File: src/rtl/stream_packer_pkg.sv
// Shared constants and state encoding for the stream packer.
// Imported by the interface and the top module.
package stream_packer_pkg;

   localparam int WIDTH_DEFAULT = 8;
   localparam int LANES_DEFAULT = 4;

   typedef enum logic [0:0] {
      FILL = 1'b0,
      EMIT = 1'b1
   } state_e;

   function automatic int count_width(input int lanes);
      return $clog2(lanes + 1);
   endfunction

endpackage

File: src/rtl/stream_packer_if.sv
// Narrow valid/yumi input side and wide valid/ready output side of the packer.
// The slave modport is the packer's view; master is the environment's view.
interface stream_packer_if
   import stream_packer_pkg::*;
#(
   parameter int width_p = WIDTH_DEFAULT,
   parameter int lanes_p = LANES_DEFAULT
) ();

   localparam int count_w_lp = count_width(lanes_p);

   logic                       valid_i;
   logic [width_p-1:0]         data_i;
   logic                       yumi_o;
   logic                       flush_i;
   logic                       valid_o;
   logic [width_p*lanes_p-1:0] data_o;
   logic                       ready_i;
   logic [count_w_lp-1:0]      count_o;

   modport slave (
      input  valid_i, data_i, flush_i, ready_i,
      output yumi_o, valid_o, data_o, count_o
   );

   modport master (
      output valid_i, data_i, flush_i, ready_i,
      input  yumi_o, valid_o, data_o, count_o
   );

endinterface

File: src/rtl/stream_packer.sv
// Pops narrow words from a FIFO and packs lanes_p of them into one wide word,
// lane 0 in the LSBs; flush emits a zero-padded partial word.
module stream_packer
   import stream_packer_pkg::*;
#(
   parameter int width_p = WIDTH_DEFAULT,
   parameter int lanes_p = LANES_DEFAULT
) (
   input  logic            clk_i,
   input  logic            reset_i,
   stream_packer_if.slave  bus
);

   localparam int count_w_lp = count_width(lanes_p);
   localparam logic [count_w_lp-1:0] last_lp = count_w_lp'(lanes_p - 1);

   state_e                            state_q, state_d;
   logic [count_w_lp-1:0]             count_q, count_d;
   logic [lanes_p-1:0][width_p-1:0]   lanes_q, lanes_d;

   logic                  valid_s;
   logic                  yumi_s;
   logic                  clear_s;
   logic [count_w_lp-1:0] wr_idx_s;
   logic [lanes_p-1:0]    wr_en_s;

   assign valid_s = (state_q == EMIT);
   // Reset gates the pop so the FIFO never loses a word while we are held in reset.
   assign yumi_s  = reset_i & bus.valid_i & (~valid_s | bus.ready_i);

   assign bus.yumi_o  = yumi_s;
   assign bus.valid_o = valid_s;
   assign bus.data_o  = lanes_q;
   assign bus.count_o = count_q;

   // A pop during the output handshake always lands in lane 0 of the fresh buffer.
   assign wr_idx_s = valid_s ? '0 : count_q;

   // Lane write-enable decode.
   always_comb begin
      wr_en_s = '0;
      for (int k = 0; k < lanes_p; k++) begin
         if (yumi_s && (wr_idx_s == count_w_lp'(k))) begin
            wr_en_s[k] = 1'b1;
         end else begin
            wr_en_s[k] = 1'b0;
         end
      end
   end

   // Next state, fill count and buffer clear.
   always_comb begin
      state_d = state_q;
      count_d = count_q;
      clear_s = 1'b0;
      case (state_q)
         FILL: begin
            if (yumi_s && (count_q == last_lp)) begin
               state_d = EMIT;
               count_d = '0;
            end else if (yumi_s && bus.flush_i) begin
               state_d = EMIT;
               count_d = '0;
            end else if (yumi_s) begin
               state_d = FILL;
               count_d = count_q + count_w_lp'(1);
            end else if (bus.flush_i && (count_q != '0)) begin
               state_d = EMIT;
               count_d = '0;
            end else begin
               state_d = FILL;
               count_d = count_q;
            end
         end
         EMIT: begin
            if (bus.ready_i) begin
               state_d = FILL;
               clear_s = 1'b1;
               count_d = yumi_s ? count_w_lp'(1) : '0;
            end else begin
               state_d = EMIT;
               count_d = count_q;
            end
         end
         default: begin
            state_d = FILL;
            count_d = '0;
         end
      endcase
   end

   // Lane buffer update: write wins over clear so a same-edge pop survives the handshake.
   always_comb begin
      lanes_d = lanes_q;
      for (int k = 0; k < lanes_p; k++) begin
         if (wr_en_s[k]) begin
            lanes_d[k] = bus.data_i;
         end else if (clear_s) begin
            lanes_d[k] = '0;
         end else begin
            lanes_d[k] = lanes_q[k];
         end
      end
   end

   // State, count and lane registers.
   always_ff @(posedge clk_i or negedge reset_i) begin
      if (!reset_i) begin
         state_q <= FILL;
         count_q <= '0;
         lanes_q <= '0;
      end else begin
         state_q <= state_d;
         count_q <= count_d;
         lanes_q <= lanes_d;
      end
   end

endmodule

File: src/flat_wrapper.sv
// flat-port wrapper written by rule: the top's interface ports become plain ports
module stream_packer_flat import stream_packer_pkg::*;
#(
   parameter int width_p = WIDTH_DEFAULT,
   parameter int lanes_p = LANES_DEFAULT
)
  (clk_i, reset_i, bus_valid_i, bus_data_i, bus_flush_i, bus_ready_i, bus_yumi_o, bus_valid_o, bus_data_o, bus_count_o);
  stream_packer_if #(.width_p(width_p), .lanes_p(lanes_p)) bus_i ();
  input  logic clk_i;
  input  logic reset_i;
  input wire logic [$bits(bus_i.valid_i)-1:0] bus_valid_i;
  input wire logic [$bits(bus_i.data_i)-1:0] bus_data_i;
  input wire logic [$bits(bus_i.flush_i)-1:0] bus_flush_i;
  input wire logic [$bits(bus_i.ready_i)-1:0] bus_ready_i;
  output wire logic [$bits(bus_i.yumi_o)-1:0] bus_yumi_o;
  output wire logic [$bits(bus_i.valid_o)-1:0] bus_valid_o;
  output wire logic [$bits(bus_i.data_o)-1:0] bus_data_o;
  output wire logic [$bits(bus_i.count_o)-1:0] bus_count_o;
  assign bus_i.valid_i = bus_valid_i;
  assign bus_i.data_i = bus_data_i;
  assign bus_i.flush_i = bus_flush_i;
  assign bus_i.ready_i = bus_ready_i;
  assign bus_yumi_o = bus_i.yumi_o;
  assign bus_valid_o = bus_i.valid_o;
  assign bus_data_o = bus_i.data_o;
  assign bus_count_o = bus_i.count_o;
  stream_packer #(.width_p(width_p), .lanes_p(lanes_p)) u_core (.clk_i(clk_i), .reset_i(reset_i), .bus(bus_i));
endmodule
File: config.mk
export PLATFORM = sky130hd
export DESIGN_NAME = stream_packer_flat
export DESIGN_NICKNAME = d
export VERILOG_FILES = /design/src/rtl/stream_packer_pkg.sv /design/src/rtl/stream_packer_if.sv /design/src/rtl/stream_packer.sv /design/src/flat_wrapper.sv
export SDC_FILE = /design/constraint.sdc
export NUM_CORES = 1
export LEC_CHECK = 0
export BUFFER_PORTS_ARGS = -buffer_cell sky130_fd_sc_hd__buf_4
export CORE_UTILIZATION = 52
export DETAILED_ROUTE_END_ITERATION = 8
export PLACE_DENSITY = 0.81
export SLEW_MARGIN = 5
export SYNTH_ARGS = -nofsm -noshare
export SYNTH_HDL_FRONTEND = slang
export SYNTH_SLANG_ARGS = --single-unit
File: constraint.sdc
create_clock -name clk_i -period 2.4 [get_ports clk_i]
set_clock_uncertainty 0.2 [all_clocks]
set_input_delay 0.48 -clock clk_i [delete_from_list [all_inputs] [get_ports clk_i]]
set_output_delay 0.48 -clock clk_i [all_outputs]
set_load 0.02 [all_outputs]
==> reports/results.ini, run 1 <==
[global_routing]
grt_max_degree=35
antenna_found_initial=0
overflow=0
grt_pass1_vias=1456
grt_pass1_wl_mm=7.12
grt.total_usage=0.237

[die]
die_w_um=62.2
dieArea_um2=3870
start_util=0.552
die_y_um=62.2
rows=21
core_area_um2=3420
ios=50

[drt]
dr.pass1.iters=4
first_iter_violations=76
vias_per_cell=5.60
postRouteAntennaNets=0
routed_wl_mm=4.25
wl_per_cell_um=14.8
drc=0
num_vias=1603

[cts]
post_cts.repair.setup_buffers=0
cts_tree=yes
numCtsBuffers=5
clk_transition_reported_paths_ns=0.11
cts_sinks=36
cts_root_buf=clkbuf_4
cts.path.max_buffers=2
cts_hold_buf=1
htreeDepth=2
clock_latency_ns=0.34
cts_resized=0

[timing]
final.setup.tns_ns=0
post-route-period-util=0.985
fin_crit_ns=2.36
hold_viol_final=0
rsz0062_at_grt=no
setup_viol=0
slew_headroom=0.619
worstMarginPinSlew_ns=0.570
report.final.slew_viol_count=0
max_freq_ghz=0.423

[layout]
seq_area_um2=901
n_fill_cell=298
drive_above_1_share=0.267
multi_input_area_um2=868
antennaDiodeCount=0
area_delta_synth_final_pct=25.4
nNetsFinal=255
final_cells=286

[placed_design]
place_inst=277
dp_hpwl_mm=3.02
place_congestion=0.773
portBuffers=49

[logic_synthesis]
synth_fa_ha_area_frac=0.0199
yosysTopAreaCell=dfrtp_1
yosys.area_share.xor_xnor=0
synth-seq-cells=36
synth_edf_count=0
synth_top_family_by_area=simple AND/OR/NAND/NOR gates
yosys.area_share.simple=0.236
syn-cell-area_um2=1880
synth_warnings=0
yosys-top-cells-count=36 x dfrtp_1, 26 x nand2_1, 24 x mux2i_1, 14 x nor3_1, 12 x inv_1
synth_compound_area_frac=0.0777
synth_cell_types=27
ys_async_sr_fraction=1.00
yosysMostFrequentCell=dfrtp_1
syn_avg_cell_area_um2=9.87
synthCells=191
seq_area_frac_synth=0.478
muxShareOfSynthArea=0.127
synth_area_leaders=dfrtp_1 48%, mux2i_1 13%, a32o_1 5.3%, nand2_1 5.2%, nor3_1 3.7%
syn-num-nets=207
yosys.area.top_type_share=0.478
synth_ff_type=dfrtp_1

[power_and_ir_drop]
leakagePower_nw=1.22
power_density_nw_per_um2=1130
peakVddDrop_mv=0.651

[setup_path]
worstSetupStartpointType=primary input
worstPathArrival_ns=1.68
cp.required_ns=1.72
endpoint_kind=output port
crit_type=in -> out
critPathMaxFanout=14

[job]
maxCapViolations=0

[outcome]
status=completed

[min_path]
min_path_type=in -> reg

-- final cells by class --
cell class / instances / share of cell area
clock buffers: 6 / 0.0175
clock inverters: 2 / 0.0148
inverters: 12 / 0.0191
multi-input cells: 129 / 0.367
flip-flops and latches: 36 / 0.381
well taps: 46 / 0.0244
repair buffers: 55 / 0.176
-- report_power, final --
part / internal [W] / leakage (nW) / switching [W]
logic: 0.000557 / 0.701 / 0.000719
registers: 0.000806 / 0.478 / 0.000167
clock network: 0.000218 / 0.0422 / 0.000207
total: 0.00158 / 1.22 / 0.00109
-- kinds of logic (layout without fill, tap and decap cells) --
family / Yosys count / after routing
AOI/OAI and AO/OA: 16 / 16
adders and majority gates: 3 / 3
buffers and inverters: 26 / 75
and+or+nand+nor: 86 / 86
muxes: 24 / 24
DFF: 36 / 36
-- registers in the layout (all words and copies together) (netlist names) --
register	count
u_core.bus.valid_o	1
u_core.bus.count_o	3
u_core.bus.data_o	32
-- through the flow --
stage / power, W / util / hold WS (ns) / area [um^2] / worst slack (ns)
2_1_floorplan: 0.00180 / - / -0.0156 / 1880 / 0.354
3_3_place_gp: 0.00224 / 0.667 / 0.130 / 2280 / 0.414
3_5_place_dp: 0.00227 / 0.667 / 0.132 / 2280 / 0.366
4_1_cts: 0.00269 / 0.692 / 0.221 / 2360 / 0.0240
5_1_grt: 0.00285 / 0.692 / 0.227 / 2360 / 0.00517
6_report: 0.00267 / 0.692 / 0.229 / 2360 / 0.0358
-- placed cells by master (no fill, tap or decap), types with 2 or more instances in the layout --
| cell | Yosys | final |
|---|---|---|
| dfrtp_1 | 36 | 36 |
| a32o_1 | 10 | 10 |
| nor2_1 | 9 | 9 |
| nor4_1 | 9 | 9 |
| nand4_1 | 8 | 8 |
| buf_4 | 0 | 54 |
| mux2i_1 | 24 | 24 |
| nor3_2 | 2 | 2 |
| inv_1 | 12 | 12 |
| clkbuf_4 | 0 | 5 |
| nand2_1 | 26 | 26 |
| nand2b_1 | 10 | 10 |
| o31ai_1 | 2 | 2 |
| nand3_1 | 2 | 2 |
| ha_1 | 3 | 3 |
| and2_1 | 2 | 2 |
| nor3_1 | 14 | 14 |
-- final timing paths --
kind	cells after the start	slack, ns	to	start
max in group asynchronous	3	1.08	u_core.bus.data_o[2]$_DFFE_PN0P_	reset_i
worst min-delay path	3	0.23	u_core.bus.data_o[8]$_DFFE_PN0P_	bus_data_i[0]
min in group asynchronous	2	0.28	u_core.bus.data_o[3]$_DFFE_PN0P_	reset_i
worst max register to register	3	0.53	u_core.bus.data_o[6]$_DFFE_PN0P_	u_core.bus.count_o[1]$_DFFE_PN0P_
worst max-delay path	5	0.04	bus_yumi_o	reset_i
worst min register to register	2	0.33	u_core.bus.data_o[23]$_DFFE_PN0P_	u_core.bus.data_o[23]$_DFFE_PN0P_
-- critical path, cell delays in order --
cell and delay, ns:
dlygate4sd3_1 0.53, buf_4 0.20, and2_1 0.18, and2_1 0.14
buf_4 0.15
-- routing by layer --
layer  up-vias  wire length, um  GRT usage
li1        779                -          -
met4         0               53     0.0872
met1       770             1860      0.315
met2        47             2080      0.372
met3         7              259     0.0662
met5         -                0          0
Power figures use the tool's default switching activity.
==> run 2: changes to the inputs <==
--- a/config.mk
+++ b/config.mk
@@ -8,7 +8,7 @@
 export BUFFER_PORTS_ARGS = -buffer_cell sky130_fd_sc_hd__buf_4
 export CORE_UTILIZATION = 52
 export DETAILED_ROUTE_END_ITERATION = 8
-export PLACE_DENSITY = 0.81
+export PLACE_DENSITY = 0.79
 export SLEW_MARGIN = 5
 export SYNTH_ARGS = -nofsm -noshare
 export SYNTH_HDL_FRONTEND = slang
==> reports/results.ini, run 2 (same netlist as run 1, synthesis figures left out) <==
[global_routing]
grt_max_degree=33  ; -5.7%
grtUsageMet3=0.0386  ; -0.0276
grt_pass1_vias=1573  ; +8.0%
antenna_found_initial=0  ; unchanged
overflow=0  ; unchanged
grt.total_usage=0.246  ; +0.00877
busiest_layer=met2
grtUsageMet2=0.419  ; +0.0467
met1_usage=0.322  ; +0.00694
grt_pass1_wl_mm=7.49  ; +5.1%

[die]
die_y_um=62.2  ; unchanged
rows=21  ; unchanged
core_area_um2=3420  ; unchanged
dieArea_um2=3870  ; unchanged
start_util=0.552  ; unchanged
ios=50  ; unchanged
die_w_um=62.2  ; unchanged

[cts]
htreeDepth=2  ; unchanged
cts_tree=yes
cts_resized=0  ; unchanged
cts_root_buf=clkbuf_4
numCtsBuffers=5  ; unchanged
clk_transition_reported_paths_ns=0.12  ; about the same
cts.path.max_buffers=2  ; unchanged
cts_hold_buf=1  ; unchanged
cts_sinks=36  ; unchanged
clock_latency_ns=0.35  ; about the same
post_cts.repair.setup_buffers=0  ; unchanged

[power_and_ir_drop]
leakagePower_nw=1.22  ; -0.28%
peakVddDrop_mv=0.594  ; -8.7%
p_sw_frac=0.429  ; +0.0202
power.clock.fraction=0.128  ; -0.031
p_seq_frac=0.383  ; +0.019
p_sw_w=0.00110  ; +0.76%
power_density_nw_per_um2=1090  ; -3.5%
p_comb_frac=0.489  ; +0.012
p_int_w=0.00147  ; -7.3%

[setup_path]
reg2reg_to=u_core.bus.data_o[6]$_DFFE_PN0P_
worstSetupStartpointType=primary input
crit_type=in -> out
endpoint_kind=output port
critPathMaxFanout=10  ; -4
cp.required_ns=1.72  ; about the same
worstPathArrival_ns=1.64  ; -0.04 ns
ff2ff_path_depth=3  ; unchanged
crit_start=reset_i
r2r_start=u_core.bus.count_o[0]$_DFFE_PN0P_
r2r_setup_slack_ns=0.49  ; -0.04 ns
cp-endpoint=bus_yumi_o

[layout]
utilization=0.688  ; -0.00366
layout_common_cells=55 x buf_4, 36 x dfrtp_1, 26 x nand2_1
final_common_cell=buf_4
drive_above_1_share=0.274  ; +0.00719
largest_reg_flops=32  ; unchanged
area_delta_synth_final_pct=24.8
n_fill_cell=289  ; -3.0%
nNetsFinal=256  ; +0.39%
antennaDiodeCount=0  ; unchanged

[timing]
post-route-period-util=0.966  ; -0.0190
final.setup.tns_ns=0  ; unchanged
worst_hold_slack_ns=0.235  ; +0.00626 ns
fin_crit_ns=2.32  ; -0.0456 ns
worstMarginPinSlew_ns=0.562  ; -0.00804 ns
post-route-worst-setup-slack_ns=0.0814  ; +0.0456 ns
hold_viol_final=0  ; unchanged
setup_viol=0  ; unchanged
report.final.slew_viol_count=0  ; unchanged
rsz0062_at_grt=no
max_freq_ghz=0.431  ; +2.0%
slew_headroom=0.625  ; +0.00642

[drt]
dr.pass1.iters=4  ; unchanged
num_vias=1598  ; -0.31%
drc=0  ; unchanged
first_iter_violations=164  ; +120%
vias_per_cell=5.57  ; -0.66%
routed_wl_mm=4.26  ; +0.40%
postRouteAntennaNets=0  ; unchanged
wl_per_cell_um=14.9  ; about the same

[placed_design]
dp_slack_ns=0.488  ; +0.122 ns
place_congestion=0.785  ; +1.5%
dp_hpwl_mm=3.05  ; +1.1%
portBuffers=49  ; unchanged

[min_path]
min_path_type=in -> reg

[outcome]
status=completed

[job]
maxCapViolations=0  ; unchanged

-- run 2: layer usage --
metal  vias to the layer above  wire (um)  share of wire
met5                         -          0              0
met4                         0         48          0.011
met3                         7        161          0.038
met2                        43       2060           0.48
met1                       769       2000           0.47
li1                        779          -              -
-- run 2: critical path: stages --
cell and delay (ns):
dlygate4sd3_1 0.53, buf_4 0.18, and2_1 0.17, and2_1 0.13, buf_4 0.15
-- run 2: worst min-delay path by stage --
stage / endpoint / slack (ns) / cells past startpoint / startpoint
global route: u_core.bus.data_o[21]$_DFFE_PN0P_ / 0.24 / 3 / bus_data_i[5]
finish: u_core.bus.data_o[22]$_DFFE_PN0P_ / 0.23 / 3 / bus_data_i[6]
floorplan: u_core.bus.count_o[0]$_DFFE_PN0P_ / -0.02 / 0 / reset_i
global placement: u_core.bus.valid_o$_DFF_PN0_ / 0.1 / 1 / reset_i
CTS: u_core.bus.data_o[19]$_DFFE_PN0P_ / 0.23 / 3 / bus_data_i[3]
detailed placement: u_core.bus.valid_o$_DFF_PN0_ / 0.10 / 1 / reset_i
-- run 2: area by class of cell --
class | instances | area, um^2 | share of cell area
timing repair buffer | 56 | 423 | 0.180
clock inverter | 3 | 18.8 | 0.00798
sequential | 36 | 901 | 0.383
tap | 46 | 57.6 | 0.0245
clock buffer | 5 | 37.5 | 0.0160
multi-input combinational | 129 | 868 | 0.369
inverter | 12 | 45.0 | 0.0192
-- run 2: power by group through the flow --
| stage | combinational (W) | sequential (W) | clock (W) |
|---|---|---|---|
| floorplan | 0.000594 | 0.00121 | 0 |
| global placement | 0.00123 | 0.000991 | 0 |
| detailed placement | 0.00126 | 0.000996 | 0 |
| CTS | 0.00127 | 0.000983 | 0.000334 |
| global route | 0.00137 | 0.00102 | 0.000360 |
| finish | 0.00126 | 0.000983 | 0.000328 |
-- run 2: through the flow --
stage          instance area, um^2  std cells  total power [W]
2_1_floorplan                 1880        191          0.00180
3_3_place_gp                  2280        278          0.00222
3_5_place_dp                  2280        278          0.00226
4_1_cts                       2350        287          0.00258
5_1_grt                       2350        287          0.00275
6_report                      2350        287          0.00257
